### src/rtl/mmio_uart_tx.sv
// Memory-mapped debug UART: snoops CPU stores to MMIO_ADDR, queues the low byte in a
// FIFO and drains it as 8N1 frames. The CPU is never stalled; overflowing stores are counted.
module mmio_uart_tx #(
    parameter logic [31:0] MMIO_ADDR    = 32'h0000_7F00,
    parameter int          CLKS_PER_BIT = 16,
    parameter int          FIFO_DEPTH   = 8
) (
    input  logic                         clk,
    input  logic                         reset,
    input  logic                         MemWrite,
    input  logic [31:0]                  mem_addr,
    input  logic [31:0]                  wdata,
    output logic                         tx,
    output logic                         busy,
    output logic                         fifo_full,
    output logic                         fifo_empty,
    output logic [$clog2(FIFO_DEPTH):0]  fifo_count,
    output logic [7:0]                   drop_cnt,
    output logic                         tx_done
);

    localparam int              AW        = $clog2(FIFO_DEPTH);
    localparam int              BCW       = (CLKS_PER_BIT > 1) ? $clog2(CLKS_PER_BIT) : 1;
    localparam logic [BCW-1:0]  BC_LAST   = BCW'(CLKS_PER_BIT - 1);
    localparam logic [BCW-1:0]  BC_ONE    = BCW'(1);
    localparam logic [BCW-1:0]  BC_ZERO   = BCW'(0);
    localparam logic [AW:0]     DEPTH_CNT = (AW + 1)'(FIFO_DEPTH);
    localparam logic [AW:0]     CNT_ONE   = (AW + 1)'(1);
    localparam logic [AW:0]     CNT_ZERO  = (AW + 1)'(0);
    localparam logic [AW-1:0]   PTR_ONE   = AW'(1);
    localparam logic [AW-1:0]   PTR_ZERO  = AW'(0);

    typedef enum logic [1:0] {
        IDLE  = 2'd0,
        START = 2'd1,
        DATA  = 2'd2,
        STOP  = 2'd3
    } state_t;

    state_t          state_r, state_n_s;
    logic [BCW-1:0]  bc_r, bc_n_s;
    logic [2:0]      bit_idx_r, bit_idx_n_s;
    logic [7:0]      shift_r, shift_n_s;
    logic            tx_r, tx_n_s;
    logic            tx_done_r, tx_done_n_s;
    logic            busy_r;
    logic [7:0]      fifo_mem_r [FIFO_DEPTH];
    logic [AW-1:0]   wr_ptr_r, rd_ptr_r;
    logic [AW:0]     count_r, count_n_s;
    logic            full_r, empty_r;
    logic [7:0]      drop_cnt_r;
    logic            hit_s, pop_s, push_s, bc_last_s;
    logic            unused_wdata_s;

    assign unused_wdata_s = ^wdata[31:8];

    // A store to a full FIFO still lands if the transmitter frees a slot in the same cycle.
    assign hit_s     = MemWrite && (mem_addr == MMIO_ADDR);
    assign pop_s     = (state_r == IDLE) && !empty_r;
    assign push_s    = hit_s && (!full_r || pop_s);
    assign bc_last_s = (bc_r == BC_LAST);

    // FIFO occupancy next value
    always_comb begin
        count_n_s = count_r;
        case ({push_s, pop_s})
            2'b10:   count_n_s = count_r + CNT_ONE;
            2'b01:   count_n_s = count_r - CNT_ONE;
            default: count_n_s = count_r;
        endcase
    end

    // UART framing: next state, bit timer, shifter and line level
    always_comb begin
        state_n_s   = state_r;
        bc_n_s      = bc_r;
        bit_idx_n_s = bit_idx_r;
        shift_n_s   = shift_r;
        tx_n_s      = tx_r;
        case (state_r)
            IDLE: begin
                bc_n_s = BC_ZERO;
                if (pop_s) begin
                    state_n_s = START;
                    shift_n_s = fifo_mem_r[rd_ptr_r];
                    tx_n_s    = 1'b0;
                end else begin
                    state_n_s = IDLE;
                    tx_n_s    = 1'b1;
                end
            end
            START: begin
                if (bc_last_s) begin
                    state_n_s   = DATA;
                    bc_n_s      = BC_ZERO;
                    bit_idx_n_s = 3'd0;
                    tx_n_s      = shift_r[0];
                    shift_n_s   = {1'b0, shift_r[7:1]};
                end else begin
                    bc_n_s = bc_r + BC_ONE;
                end
            end
            DATA: begin
                if (bc_last_s) begin
                    bc_n_s = BC_ZERO;
                    if (bit_idx_r == 3'd7) begin
                        state_n_s = STOP;
                        tx_n_s    = 1'b1;
                    end else begin
                        bit_idx_n_s = bit_idx_r + 3'd1;
                        tx_n_s      = shift_r[0];
                        shift_n_s   = {1'b0, shift_r[7:1]};
                    end
                end else begin
                    bc_n_s = bc_r + BC_ONE;
                end
            end
            STOP: begin
                if (bc_last_s) begin
                    state_n_s = IDLE;
                    bc_n_s    = BC_ZERO;
                    tx_n_s    = 1'b1;
                end else begin
                    bc_n_s = bc_r + BC_ONE;
                end
            end
            default: begin
                state_n_s = IDLE;
                bc_n_s    = BC_ZERO;
                tx_n_s    = 1'b1;
            end
        endcase
        // Registered so that the pulse coincides with the final STOP cycle.
        tx_done_n_s = (state_n_s == STOP) && (bc_n_s == BC_LAST);
    end

    // FSM, FIFO control and drop counter registers
    always_ff @(posedge clk) begin
        if (reset) begin
            state_r    <= IDLE;
            bc_r       <= BC_ZERO;
            bit_idx_r  <= 3'd0;
            shift_r    <= 8'h00;
            tx_r       <= 1'b1;
            tx_done_r  <= 1'b0;
            busy_r     <= 1'b0;
            wr_ptr_r   <= PTR_ZERO;
            rd_ptr_r   <= PTR_ZERO;
            count_r    <= CNT_ZERO;
            full_r     <= 1'b0;
            empty_r    <= 1'b1;
            drop_cnt_r <= 8'h00;
        end else begin
            state_r   <= state_n_s;
            bc_r      <= bc_n_s;
            bit_idx_r <= bit_idx_n_s;
            shift_r   <= shift_n_s;
            tx_r      <= tx_n_s;
            tx_done_r <= tx_done_n_s;
            busy_r    <= (state_n_s != IDLE);
            count_r   <= count_n_s;
            full_r    <= (count_n_s == DEPTH_CNT);
            empty_r   <= (count_n_s == CNT_ZERO);
            if (push_s) begin
                wr_ptr_r <= wr_ptr_r + PTR_ONE;
            end
            if (pop_s) begin
                rd_ptr_r <= rd_ptr_r + PTR_ONE;
            end
            if (hit_s && !push_s && (drop_cnt_r != 8'hFF)) begin
                drop_cnt_r <= drop_cnt_r + 8'd1;
            end
        end
    end

    // FIFO storage; contents need no reset because the pointers define validity
    always_ff @(posedge clk) begin
        if (!reset && push_s) begin
            fifo_mem_r[wr_ptr_r] <= wdata[7:0];
        end
    end

    assign tx         = tx_r;
    assign busy       = busy_r;
    assign fifo_full  = full_r;
    assign fifo_empty = empty_r;
    assign fifo_count = count_r;
    assign drop_cnt   = drop_cnt_r;
    assign tx_done    = tx_done_r;

endmodule

### config.mk
export PLATFORM = sky130hd
export DESIGN_NAME = mmio_uart_tx
export DESIGN_NICKNAME = d
export VERILOG_FILES = /design/src/rtl/mmio_uart_tx.sv
export SDC_FILE = /design/constraint.sdc
export NUM_CORES = 1
export LEC_CHECK = 0
export CAP_MARGIN = 20
export CORE_AREA = 10 10 135 87
export DETAILED_ROUTE_END_ITERATION = 12
export DIE_AREA = 0 0 145 97
export PLACE_DENSITY = 0.75
export SYNTH_ARGS = -nofsm -noshare
export SYNTH_HDL_FRONTEND = slang
export SYNTH_SLANG_ARGS = --single-unit
### constraint.sdc
create_clock -name clk -period 2.9 [get_ports clk]
set_input_delay 0.58 -clock clk [delete_from_list [all_inputs] [get_ports clk]]
set_output_delay 0.58 -clock clk [all_outputs]
set_load 0.02 [all_outputs]
==> flow_summary.toml, run 1 <==
[global_route]
grt_pass1_wl_um = 16400
grtUsageTotal_pct = 14.4
antenna_found_initial = 0
use_met2_pct = 22.6
grt_max_degree = 19
met1_usage_pct = 18.5
grtUsageMet3_pct = 4.92
grt_busiest_layer = "met2"
grt_pass1_vias = 3238
grt.overflow.total = 0

[sta]
slew_viol_final = 0
final_hold_viol_count = 0
relSlewSlack_pct = 48.8
period_needed_ns = 2.75
fin_crit_sh_pct = 94.9
tightest_slew_ns = 0.767
setup_viol = 0
setup_ws_ns = 0.147
clock_skew_ns = 0.00497
clock.fmax_mhz = 363

[power]
clockPowerShare_pct = 28.2
internal_power_uw = 2800
ir_drop_uv = 331
switchingPower_uw = 1100
leakagePower_uw = 0.00221
comb_power_share_pct = 25.6
powerDensity_nw_per_um2 = 662
swShare_pct = 28.3
seqPwrFrac_pct = 46.1

[clock_tree]
cts_sinks = 107
cts.htree.levels = 3
cts-root-buf = "clkbuf_16"
ctsHoldBuffers = 0
clkLatencyLatePin_ns = 0.35
cts_tree = "built"
clk_pin_slew_ns = 0.07
cts_inserted_buffers = 9
clock_path_buffers = 2

[hold_path]
min_from = "bc_r[0]"
hold-path-cell-count = 1
hold_class = "reg2reg"
hold_end = "bc_r[0]"

[die]
num_rows = 27
initial_core_util_pct = 49.8
dieWidth_um = 145
core_um2 = 9160
die_h_um = 97
dieArea_um2 = 14100
io-pin-count = 84

[critical_path]
reg2reg_to = "fifo_empty"
cp_max_fo = 4
critical_path_class = "in2reg"
slowest_stage = "clkdlybuf4s50_1"
cp-start-kind = "input port"
reg2reg_depth = 12
cp_slowest_stage_delay_ns = 0.43
crit_chain = "clkdlybuf4s50_1 > nor3_2 > nand3_2 > nor2_4 > nand3_2 > ha_4 > ha_4 > a21o_1 > a21oi_2 > mux2i_1 > xor2_1 > a21o_1"
cp_data_required_time_ns = 3.19
reg2reg_from = "state_r[0]"
critPathArrivalTime_ns = 3.05
reg2reg_slack_ns = 0.26
end_kind = "register"

[finish]
n_antenna_cell = 0
fin_nets = 511
postLayoutCoreUtil_pct = 64.4
area_growth_pct = 29.2
drive_gt1_share_pct = 18.2
n_fill_cell = 678

[yosys]
ys_seq_area_share_pct = 61.0
ys_types = 51
synth_top_flop_cell = "edfxtp_1"
synth_top_cell_area_share_pct = 42.1
synth_edf_count = 64
syn_area_um2 = 4560
async_reset_ff_share_pct = 0
ys_top_cells_by_area = "edfxtp_1 (42%), dfxtp_1 (19%), mux4_2 (7.9%)"
ys_seq_elements = 107
yosys_warnings = 0
synth_area_leader_cell = "edfxtp_1"
synth_area_per_cell_um2 = 13.2
synth_nets = 427
syn_inst = 345

[placement]
place_congestion = 0.781
io_buffers = 59
dpl.hpwl_um = 7040
dpl_worst_slack_ns = -0.497

[routing]
drcViolationCount = 0
antenna_left = 0
dr.pass1.iters = 4
vias_per_cell = 5.45
routed_wl_um = 10200
vias = 3070
post_drt_wl_per_cell_um = 18.1
drt_iter0_drc = 232

[job]
maxCapViolations = 0

[status]
status = "finished, final reports clean"
-- cell usage after synthesis (all sizes together) (8+ instances only) --
cell    count
edfxtp     64
dfxtp      43
nor2       31
a21oi      20
inv        17
mux4       16
ha         14
nand2       9
o21ai       9
a22o        8
clkbuf      8
nand3       8
-- per-stage QoR --
step / hold WS, ns / TNS, ns / power (uW) / instances / cell area, um2
2_1_floorplan: 0.446 / 0 / 2450 / 345 / 4560
3_3_place_gp: 0.465 / -1.65 / 2770 / 541 / 5410
3_5_place_dp: 0.465 / -2.00 / 2800 / 541 / 5410
4_1_cts: 0.486 / 0 / 3910 / 563 / 5740
5_1_grt: 0.510 / -0.0102 / 4120 / 563 / 5900
6_report: 0.485 / 0 / 3910 / 563 / 5900
-- critical path, delay by kind of cell --
| kind | cells | cell delay (ns) |
|---|---|---|
| buffers and inverters | 1 | 0.43 |
| AOI/OAI and AO/OA | 3 | 0.44 |
| xor gates and xnor gates | 1 | 0.28 |
| and+or+nand+nor | 4 | 0.64 |
| adders and majority gates | 2 | 0.44 |
| muxes | 1 | 0.24 |
-- worst max path at each step --
stage,from,to,slack (ns)
after global routing,mem_addr[26],fifo_empty,-0.01
after detailed placement,mem_addr[1],fifo_full,-0.50
after CTS,mem_addr[3],fifo_empty,0.002
after floorplan,mem_addr[1],fifo_full,0.20
after global placement,mem_addr[1],fifo_full,-0.43
final,mem_addr[26],fifo_empty,0.15
-- cell usage in the layout (no fill, tap or decap), types with 6 or more instances in the layout --
cell	n
a21oi_1	19
a22o_1	8
buf_4	28
clkbuf_16	9
clkdlybuf4s50_1	34
dfxtp_1	43
dlymetal6s2s_1	25
edfxtp_1	64
ha_1	12
inv_1	17
mux4_2	16
nand2_1	9
nand3_1	6
nor2_1	30
o21ai_0	9
o22ai_1	7
or3_1	6
-- logic make-up after synthesis --
| logic type | count (synthesis) | share of synthesized area (%) |
|---|---|---|
| AOI/OAI and AO/OA | 61 | 8.67 |
| DFF | 107 | 61.0 |
| muxes | 21 | 9.00 |
| buffers and inverters | 31 | 2.77 |
| adders and majority gates | 15 | 4.28 |
| xor gates and xnor gates | 10 | 1.92 |
| and+or+nand+nor | 100 | 12.4 |
-- power groups by stage --
stage                     Clock (uW)  Sequential [uW]  Combinational [uW]
final                           1100             1800                1000
after global routing            1190             1820                1110
after CTS                       1130             1800                 979
after detailed placement           0             1830                 967
after global placement             0             1830                 941
after floorplan                    0             1840                 606
-- registers in the layout, summed over array words and instances, names as in the netlist, 2 cells and up, named ones only --
signal / count
bc_r: 4
bit_idx_r: 3
rd_ptr_r: 3
fifo_count: 4
shift_r: 8
drop_cnt: 8
wr_ptr_r: 3
state_r: 2
fifo_mem_r: 64
-- layout make-up --
cell class              instances  area, um2  share of cell area (%)
flip-flops and latches        107       2780                    47.2
inverters                      17       63.8                    1.08
clock inverters                 6       41.3                   0.700
multi-input cells             207       1760                    29.8
clock buffers                   9        225                    3.82
repair buffers                 87        863                    14.6
well taps                     130        163                    2.76
-- layer usage --
metal  part of all wire [%]  vias to the layer above
li1                       -                     1482
met1                     46                     1496
met2                     47                       85
met3                    6.6                        7
met4                   0.61                        0
met5                      0                        -
-- repair_timing --
item,4_1_cts,5_1_grt
pin swaps,5,17
gates resized for setup,4,38
setup endpoints to repair,3,67
buffers inserted,7,2
cloned,0,0
(Power assumes the default switching activity.)
==> inputs of run 2 (changes only) <==
SETUP_SLACK_MARGIN = 0.3   (was unset)
==> run 2 against run 1 <==
Clock skew increased by 0.0023 ns. Combinational power about the same. Worst hold slack got worse by 0.0041 ns. Via count increased by 2.3%. First-iteration DRC count decreased by 26%. Setup slack improved by 0.10 ns. Die area unchanged. Routed wire length increased by 4.1%. Critical endpoint is now fifo_mem_r[0][4]. Largest power group unchanged.
==> flow_summary.toml, run 2 (synthesis results as in run 1) <==
[sta]
relSlewSlack_pct = 47.9
clock.fmax_mhz = 378
final_hold_viol_count = 0
fin_crit_sh_pct = 91.3
slew_viol_final = 0
grt_setup_unrepaired = "yes"
period_needed_ns = 2.65
setup_viol = 0
tightest_slew_ns = 0.780
clock_skew_ns = 0.00726

[clock_tree]
cts_sinks = 107
cts_inserted_buffers = 9
clk_pin_slew_ns = 0.07
clkLatencyLatePin_ns = 0.36
ctsHoldBuffers = 0
cts_tree = "built"
cts.htree.levels = 3
clock_path_buffers = 2
cts-root-buf = "clkbuf_16"

[global_route]
grt_max_degree = 29
grt_pass1_vias = 3183
grt.overflow.total = 0
grtUsageTotal_pct = 15.1
antenna_found_initial = 0
grt_pass1_wl_um = 17100

[routing]
vias_per_cell = 5.50
dr.pass1.iters = 4
drt_iter0_drc = 171
vias = 3141
post_drt_wl_per_cell_um = 18.6
drcViolationCount = 0
antenna_left = 0
routed_wl_um = 10600

[die]
num_rows = 27
die_h_um = 97
initial_core_util_pct = 49.8
core_um2 = 9160
dieWidth_um = 145
dieArea_um2 = 14100
io-pin-count = 84

[critical_path]
startpoint = "mem_addr[24]"
critical_path_class = "in2reg"
reg2reg_from = "state_r[1]"
end_kind = "register"
critPathArrivalTime_ns = 2.71
cp-start-kind = "input port"
cp_max_fo = 8
reg2reg_slack_ns = 0.38
cp_data_required_time_ns = 2.96

[status]
status = "finished, final reports clean"

[hold_path]
hold_class = "reg2reg"
min_from = "rd_ptr_r[1]"

[power]
ir_drop_uv = 348
comb_power_share_pct = 25.4
powerDensity_nw_per_um2 = 681
internal_power_uw = 2850
seqPwrFrac_pct = 44.6
swShare_pct = 29.6
leakagePower_uw = 0.00208
clockPowerShare_pct = 30.0
switchingPower_uw = 1200

[finish]
area_growth_pct = 30.4
instances_no_fill = 571
final_cell_mix = "edfxtp_1 (64), dfxtp_1 (41), buf_4 (30)"
largest-register = "fifo_mem_r"
drive_gt1_share_pct = 26.1
largest_reg_flops = 64
n_antenna_cell = 0
fin_nets = 518
final_common_cell = "edfxtp_1"
finalInstanceArea_um2 = 5950

[placement]
place_area_um2 = 5430
dpl.cell_count = 541
io_buffers = 59
dpl.hpwl_um = 7290
place_congestion = 0.798

[job]
maxCapViolations = 0
[run 2: changes by cell type in the layout (fill, tap and decap cells not counted), moves of 3 or more]
cell and delta:
buf_2 +7, buf_8 +3, clkbuf_2 +3, inv_8 +3
inv_1 -3, nor2_1 -3, dlygate4sd2_1 +8, buf_6 +5
dlymetal6s2s_1 -25, clkdlybuf4s50_1 -6, clkdlybuf4s15_1 +9
[run 2: final timing paths]
| kind | depth (start not counted) | end |
|---|---|---|
| max | 14 | fifo_mem_r[0][4] |
| min | 2 | rd_ptr_r[1] |
| max reg2reg | 12 | fifo_empty |
| min reg2reg | 2 | rd_ptr_r[1] |
[run 2: stage by stage]
stage / TNS [ns] / utilization [%] / hold slack, ns / worst slack (ns) / total power [uW]
final: 0 / 65.0 / 0.480 / 0.251 / 4050
after global routing: 0 / 65.0 / 0.511 / 0.164 / 4260
after CTS: 0 / 64.1 / 0.483 / 0.278 / 4070
after detailed placement: -1.47 / 59.3 / 0.468 / -0.418 / 2800
after global placement: -0.857 / 59.3 / 0.462 / -0.261 / 2770
after floorplan: 0 / - / 0.446 / 0.305 / 2460
[run 2: area by class of cell]
cell class,instances,area (um2)
fillers,671,3210
flip-flops and latches,107,2790
multi-input cells,207,1800
repair buffers,94,828
clock buffers,9,225
well taps,130,163
clock inverters,7,76.3
inverters,17,67.6
[run 2: critical path, cell delays in order]
cell and delay [ns]:
clkdlybuf4s15_1 0.18, nor4_2 0.30, nand3_2 0.15, nor2_4 0.15
buf_4 0.12, buf_4 0.09, buf_4 0.09, buf_4 0.09
buf_4 0.09, buf_4 0.10, buf_4 0.11, nand4b_1 0.18
nor4_1 0.23, buf_4 0.25
[run 2: per-layer routing]
metal	vias up	global-route usage, %	wire length (um)	share of wire (%)
met4	0	4.89	175	1.7
met5	-	0	0	0
met1	1530	20.0	4640	44
li1	1495	-	-	-
met3	15	4.32	777	7.3
met2	101	23.4	5010	47
[run 2: timing repair]
action                                 4_1_cts  5_1_grt
pin swaps                                   16       12
gates resized for setup                     88       24
endpoints found under the hold margin        0        0
setup buffers                               11        3
setup endpoints to repair                    5       60
gates cloned                                 0        0
[run 2: power by group through the flow]
stage | clock network (uW) | logic (uW) | registers [uW]
finish | 1220 | 1030 | 1800
floorplan | 0 | 612 | 1840
global route | 1310 | 1130 | 1820
global placement | 0 | 944 | 1830
CTS | 1250 | 1020 | 1800
detailed placement | 0 | 973 | 1830
